===== config.mk =====
export PLATFORM = sky130hd
export DESIGN_NAME = reglk_ctrl_gen2
export DESIGN_NICKNAME = d
export VERILOG_FILES = /design/src/rtl/reglk_ctrl_gen2.sv
export SDC_FILE = /design/constraint.sdc
export NUM_CORES = 1
export LEC_CHECK = 0
export ABC_AREA = 1
export BUFFER_PORTS_ARGS = -buffer_cell sky130_fd_sc_hd__buf_2
export CAP_MARGIN = 20
export CORE_AREA = 2 2 225 271
export DETAILED_ROUTE_END_ITERATION = 6
export DIE_AREA = 0 0 227 273
export PLACE_DENSITY = 0.69
export RECOVER_POWER = 50
export SLEW_MARGIN = 25
export SYNTH_ARGS = -nofsm -noshare
export SYNTH_HDL_FRONTEND = slang
export SYNTH_HIERARCHICAL = 1
export SYNTH_SLANG_ARGS = --single-unit
export TNS_END_PERCENT = 5

===== constraint.sdc =====
create_clock -name clk_i -period 4.8 [get_ports clk_i]
set_clock_uncertainty 0.15 [all_clocks]
set_input_delay 0 -clock clk_i [delete_from_list [all_inputs] [get_ports clk_i]]
set_output_delay 0 -clock clk_i [all_outputs]
set_load 0.05 [all_outputs]

===== src/rtl/reglk_ctrl_gen2.sv =====
// Register-lock controller: shadow lock words committed atomically to the active lock vector.
// Optional macro REGLK_STICKY_EN: commits OR shadow into active so lock bits can only be set.

module reglk_word #(
  parameter logic [31:0] WMASK = 32'hFFFF_FFFF
) (
  input  logic        clk_i,
  input  logic        rst_ni,
  input  logic        sh_we,
  input  logic [3:0]  wstrb,
  input  logic [31:0] wdata,
  input  logic        stg_we,
  input  logic        act_we,
  output logic [31:0] shadow_o,
  output logic [31:0] active_o
);
  logic [31:0] stage_q, bmask, merged;

  // WMASK keeps bits past the last peripheral permanently zero
  assign bmask = {{8{wstrb[3]}}, {8{wstrb[2]}}, {8{wstrb[1]}}, {8{wstrb[0]}}} & WMASK;

`ifdef REGLK_STICKY_EN
  assign merged = active_o | shadow_o;
`else
  assign merged = shadow_o;
`endif

  always_ff @(posedge clk_i or negedge rst_ni) begin
    if (!rst_ni) begin
      shadow_o <= '0;
      stage_q  <= '0;
      active_o <= '0;
    end else begin
      if (sh_we)  shadow_o <= (shadow_o & ~bmask) | (wdata & bmask);
      if (stg_we) stage_q  <= merged;
      if (act_we) active_o <= stage_q;
    end
  end
endmodule

module reglk_ctrl_gen2 #(
  parameter int NB_PERIPH = 24,
  parameter int LK_BITS   = 8
) (
  input  logic                         clk_i,
  input  logic                         rst_ni,
  input  logic                         reg_valid_i,
  input  logic                         reg_write_i,
  input  logic [11:0]                  reg_addr_i,
  input  logic [31:0]                  reg_wdata_i,
  input  logic [3:0]                   reg_wstrb_i,
  output logic [31:0]                  reg_rdata_o,
  output logic                         reg_ready_o,
  output logic                         reg_error_o,
  output logic [NB_PERIPH*LK_BITS-1:0] reglk_ctrl_o,
  output logic                         commit_done_o
);
  localparam int TOT      = NB_PERIPH * LK_BITS;
  localparam int NB_WORDS = (TOT + 31) / 32;
  localparam int IW       = (NB_WORDS > 1) ? $clog2(NB_WORDS) : 1;

  typedef struct packed {
    logic        valid;
    logic        write;
    logic [11:0] addr;
    logic [31:0] wdata;
    logic [3:0]  wstrb;
  } reg_req_t;

  typedef enum logic [1:0] {IDLE, COPY, DONE} state_e;

  reg_req_t                     req;
  state_e                       state_q, state_d;
  logic [IW-1:0]                cnt_q, cnt_d;
  logic                         frozen_q;
  logic [NB_WORDS-1:0][31:0]    shadow, active;
  logic [NB_WORDS-1:0]          sh_we, stg_we;
  logic [NB_WORDS*32-1:0]       act_flat;
  logic [9:0]                   widx;
  logic [IW-1:0]                wsel;
  logic is_sh, is_ctrl, is_stat, is_act, busy, pending, wr, ctrl_wr, start, act_we;
  logic unused_addr;

  assign req = '{valid: reg_valid_i, write: reg_write_i, addr: reg_addr_i,
                 wdata: reg_wdata_i, wstrb: reg_wstrb_i};

  assign widx        = req.addr[11:2];
  assign wsel        = widx[IW-1:0];
  assign unused_addr = ^req.addr[1:0];
  assign is_sh   = widx < 10'(NB_WORDS);
  assign is_ctrl = widx == 10'h040;
  assign is_stat = widx == 10'h041;
  assign is_act  = (widx >= 10'h080) && (widx < 10'(128 + NB_WORDS));

  assign busy    = state_q != IDLE;
  assign pending = shadow != active;
  assign wr      = req.valid & req.write;
  assign ctrl_wr = wr & is_ctrl & ~frozen_q;
  assign start   = ctrl_wr & req.wdata[0] & ~busy;
  assign act_we  = state_q == DONE;

  for (genvar w = 0; w < NB_WORDS; w++) begin : g_word
    localparam logic [31:0] WMASK = (w == NB_WORDS - 1 && TOT % 32 != 0)
                                    ? ((32'h1 << (TOT % 32)) - 32'h1) : 32'hFFFF_FFFF;
    assign sh_we[w]  = wr & is_sh & ~frozen_q & ~busy & (wsel == IW'(w));
    assign stg_we[w] = (state_q == COPY) && (cnt_q == IW'(w));
    reglk_word #(.WMASK(WMASK)) u_word (
      .clk_i    (clk_i),
      .rst_ni   (rst_ni),
      .sh_we    (sh_we[w]),
      .wstrb    (req.wstrb),
      .wdata    (req.wdata),
      .stg_we   (stg_we[w]),
      .act_we   (act_we),
      .shadow_o (shadow[w]),
      .active_o (active[w])
    );
  end

  always_ff @(posedge clk_i or negedge rst_ni) begin
    if (!rst_ni) begin
      state_q  <= IDLE;
      cnt_q    <= '0;
      frozen_q <= 1'b0;
    end else begin
      state_q <= state_d;
      cnt_q   <= cnt_d;
      if (ctrl_wr && req.wdata[1]) frozen_q <= 1'b1;
    end
  end

  always_comb begin
    state_d = state_q;
    cnt_d   = cnt_q;
    case (state_q)
      IDLE: if (start) begin
        state_d = COPY;
        cnt_d   = '0;
      end
      COPY: begin
        cnt_d = cnt_q + 1'b1;
        if (cnt_q == IW'(NB_WORDS - 1)) state_d = DONE;
      end
      DONE:    state_d = IDLE;
      default: state_d = IDLE;
    endcase
  end

  always_comb begin
    reg_rdata_o = '0;
    if (is_sh)        reg_rdata_o = shadow[wsel];
    else if (is_stat) reg_rdata_o = {29'b0, busy, frozen_q, pending};
    else if (is_act)  reg_rdata_o = active[wsel];
  end

  // a COMMIT while busy is refused even though a FREEZE in the same write is taken
  always_comb begin
    reg_error_o = 1'b0;
    if (req.valid) begin
      if (is_sh)                  reg_error_o = req.write & (frozen_q | busy);
      else if (is_ctrl)           reg_error_o = req.write & (frozen_q | (busy & req.wdata[0]));
      else if (is_stat || is_act) reg_error_o = req.write;
      else                        reg_error_o = 1'b1;
    end
  end

  assign act_flat      = active;
  assign reglk_ctrl_o  = act_flat[TOT-1:0];
  assign commit_done_o = state_q == DONE;
  assign reg_ready_o   = 1'b1;
endmodule


==> flow_summary_export.csv <==
group,metric,value,unit
run_status,status,"finished with violations",
run_status,violations,"capacitance limit, slew limit",
cts,path_clk_slew,0.06,ns
setup_path,crit_top_cell,"dlygate4sd3_1",
placement,port_buffers,275,
detailed_routing,antenna_left,0,
cts,cts_sinks,582,
synthesis,avgSynthCellArea,8.26,um2
power,peakVddDrop,299,uV
worst_hold_path,hp-class,"primary input to flip-flop",
setup_path,critical_path.top_delay_family,"buffers and inverters",
job,cap_violations,3,
cts,cts_hold_buf,60,
setup_path,r2r_cells,10,
synthesis,ys_ff_latch,582,
setup_path,end_kind,"flip-flop",
cts,cts_inserted_buffers,59,
global_routing,track_usage,32.2,%
synthesis,synthDominantCellAreaShare,49.6,%
sta,worstMarginPinSlew,3.27,ns
setup_path,cpMaxStageDelayCell,"dlygate4sd3_1",
floorplanning,core-area,59300,um2
setup_path,worst-path-stages,15,
floorplanning,die_area,62000,um2
global_routing,grt_max_degree,148,
global_routing,grt_pass1_vias,23356,
sta,slew_headroom,-118,%
setup_path,startpoint_type,"primary input",
power,p_per_area,312,nW/um2
synthesis,dominantRegCellSynth,"dfrtp_1",
synthesis,syn_nets,3612,
detailed_routing,route.vias.total,25486,
floorplanning,floorplan.initialDensity,49.5,%
cts,clk_path_buf_depth,3,
detailed_routing,viasPerCell,5.48,
floorplanning,die_y,273,um
sta,period_minus_slack,4.06,ns
detailed_routing,drt_wl_total,99500,um
global_routing,antenna_found_initial,2,
cts,cts_tree,"yes",
floorplanning,ios,279,
cells_and_area,postLayoutCoreUtil,55.5,%
cells_and_area,nNetsFinal,3859,
synthesis,yosysWarnings,6,
synthesis,synth.distinct_cells,39,
sta,rsz0062_at_grt,"no",
setup_path,cp_max_fo,27,
placement,gp_congestion,0.976,
sta,hold_viol_final,0,
sta,fin_crit_sh,84.5,%
sta,finalSetupViolCount,0,
synthesis,ys_seq_area_share,49.6,%
setup_path,reg2reg_from,"state_q[0]",
synthesis,synthArstFlopShare,100,%
floorplanning,row_count,98,
sta,slew_violations,306,
detailed_routing,wire_per_inst,21.4,um
sta,whs,0.0647,ns
setup_path,path_class,"primary input to flip-flop",
power,leakagePower,15.3,nW
detailed_routing,drtPass1Iterations,6,
sta,fin_setup_tns,0,ns
cells_and_area,mostFrequentLayoutCells,"nand2_1, dfrtp_1, inv_1, o21ai_1, nand3_1",
setup_path,path_cells,"dlygate4sd3_1 -> buf_2 -> nor2_1 -> dlygate4sd3_1 -> inv_1 -> nor2_2 -> nand2_2 -> nor4_4 -> nand3_1 -> nor2_2 -> buf_4 -> nand3_1 -> dlygate4sd3_1 -> nand2_1 -> dlygate4sd3_1",
detailed_routing,drtIter0Drc,3207,
setup_path,critical_path_arrival,4.49,ns
synthesis,syn_inst,3555,
power,p_total,10.3,mW
setup_path,rrSetupSlack,0.97,ns
sta,max_freq,0.247,GHz
setup_path,cp_num_buf_inv,7,
floorplanning,fp.dieW,227,um
placement,dp_hpwl,70000,um
synthesis,syn_area,29400,um2
global_routing,overflow,0,
global_routing,grt_pass1_wl,149000,um
detailed_routing,drc,0,
cells_and_area,n_fill_cell,5637,
synthesis,synth_area_leader_cell,"dfrtp_1",
synthesis,netlist_top_cells_area,"dfrtp_1, nand2_1, inv_1",
cells_and_area,area_growth,12.0,%
cts,ctsResizeCount,0,
setup_path,crit_start,"reg_addr_i[10]",
cts,post_cts_buffers,0,
cts,htreeDepth,2,
setup_path,max_stage_delay,0.63,ns
cells_and_area,layout_commonest_cell,"nand2_1",
cts,cts-root-buf,"clkbuf_16",
synthesis,synth_enable_flop_cells,0,
cells_and_area,final_layout_size_suffix_gt1_share,8.54,%
cts,insertion_delay,0.64,ns
setup_path,required,5.23,ns
## cells in the mapped netlist (2+ instances only)
cell / n
inv_2: 7
o211ai_1: 6
nor2_2: 2
a21oi_1: 27
o21ai_1: 295
a31o_2: 2
xnor2_1: 149
o21ai_2: 60
or2_2: 3
nand2_1: 1126
buf_4: 30
o21ai_0: 107
a22oi_1: 44
nor4_4: 2
o22ai_1: 72
nor2_1: 79
inv_1: 486
buf_2: 29
o221ai_1: 9
nand2_2: 3
nand3_1: 241
nor3_1: 8
clkbuf_1: 15
nor2_4: 2
a221o_1: 14
buf_6: 113
dfrtp_1: 582
nand4_1: 19
a32oi_1: 4
a221oi_1: 5
ha_1: 5
buf_1: 2
## worst register-to-register path, cell delays in order (launching register included)
cell and delay [ns]:
dfrtp_1 0.44, nor2_1 0.12, nand2_1 0.07, nor3_1 0.41, nand3_1 0.38, nor2_2 0.45, buf_4 0.42, nand3_1 0.14
dlygate4sd3_1 0.59, nand2_1 0.06, dlygate4sd3_1 0.54
## layer usage
metal  share of wire (%)  global-route usage (%)
met1                  39                    43.6
met2                  45                    49.2
met3                 9.9                    6.77
met4                 5.6                    15.7
met5               0.011                       0
## cell families after synthesis
kind of cell / count (synthesis) / synth area share, %
buffers and inverters: 682 / 12.1
adder cells (fa/ha/maj): 5 / 0.213
other: 1 / 0.0128
flip-flops: 582 / 49.6
XOR/XNOR: 149 / 4.44
AO/OA/AOI/OAI: 648 / 13.1
AND/OR/NAND/NOR: 1488 / 20.6
## how the worst min path moves through the flow
stage                             start  cells after the start                            to
final                     reg_addr_i[2]                      5                     flip-flop
after global routing      reg_addr_i[2]                      5                     flip-flop
after CTS                 reg_addr_i[2]                      5                     flip-flop
after detailed placement         rst_ni                      1  g_word[4].u_word/active_o[5]
after global placement           rst_ni                      1   g_word[4].u_word/stage_q[5]
after floorplan                  rst_ni                      0                      cnt_q[0]
## metrics by stage
step | std cells | instance area (um2) | worst slack, ns
2_1_floorplan | 3555 | 29400 | 2.67
3_3_place_gp | 4480 | 30500 | 1.73
3_5_place_dp | 4481 | 30500 | 1.73
4_1_cts | 4651 | 33200 | 0.851
5_1_grt | 4652 | 32900 | 0.407
6_report | 4652 | 32900 | 0.744
## layout make-up
type | instances | area (um2) | area share, %
multi-input cells | 2291 | 11300 | 34.4
flip-flops and latches | 582 | 14600 | 44.3
clock inverters | 24 | 294 | 0.893
repair buffers | 375 | 2130 | 6.47
inverters | 493 | 1850 | 5.62
clock buffers | 86 | 1760 | 5.35
diodes | 1 | 2.50 | 0.00760
well taps | 800 | 1000 | 3.04
## power breakdown
| part | internal, mW | switching, mW |
|---|---|---|
| Sequential | 4.91 | 0.000408 |
| Combinational | 0.0872 | 0.376 |
| Clock | 2.86 | 2.05 |
Power figures use the tool's default switching activity.
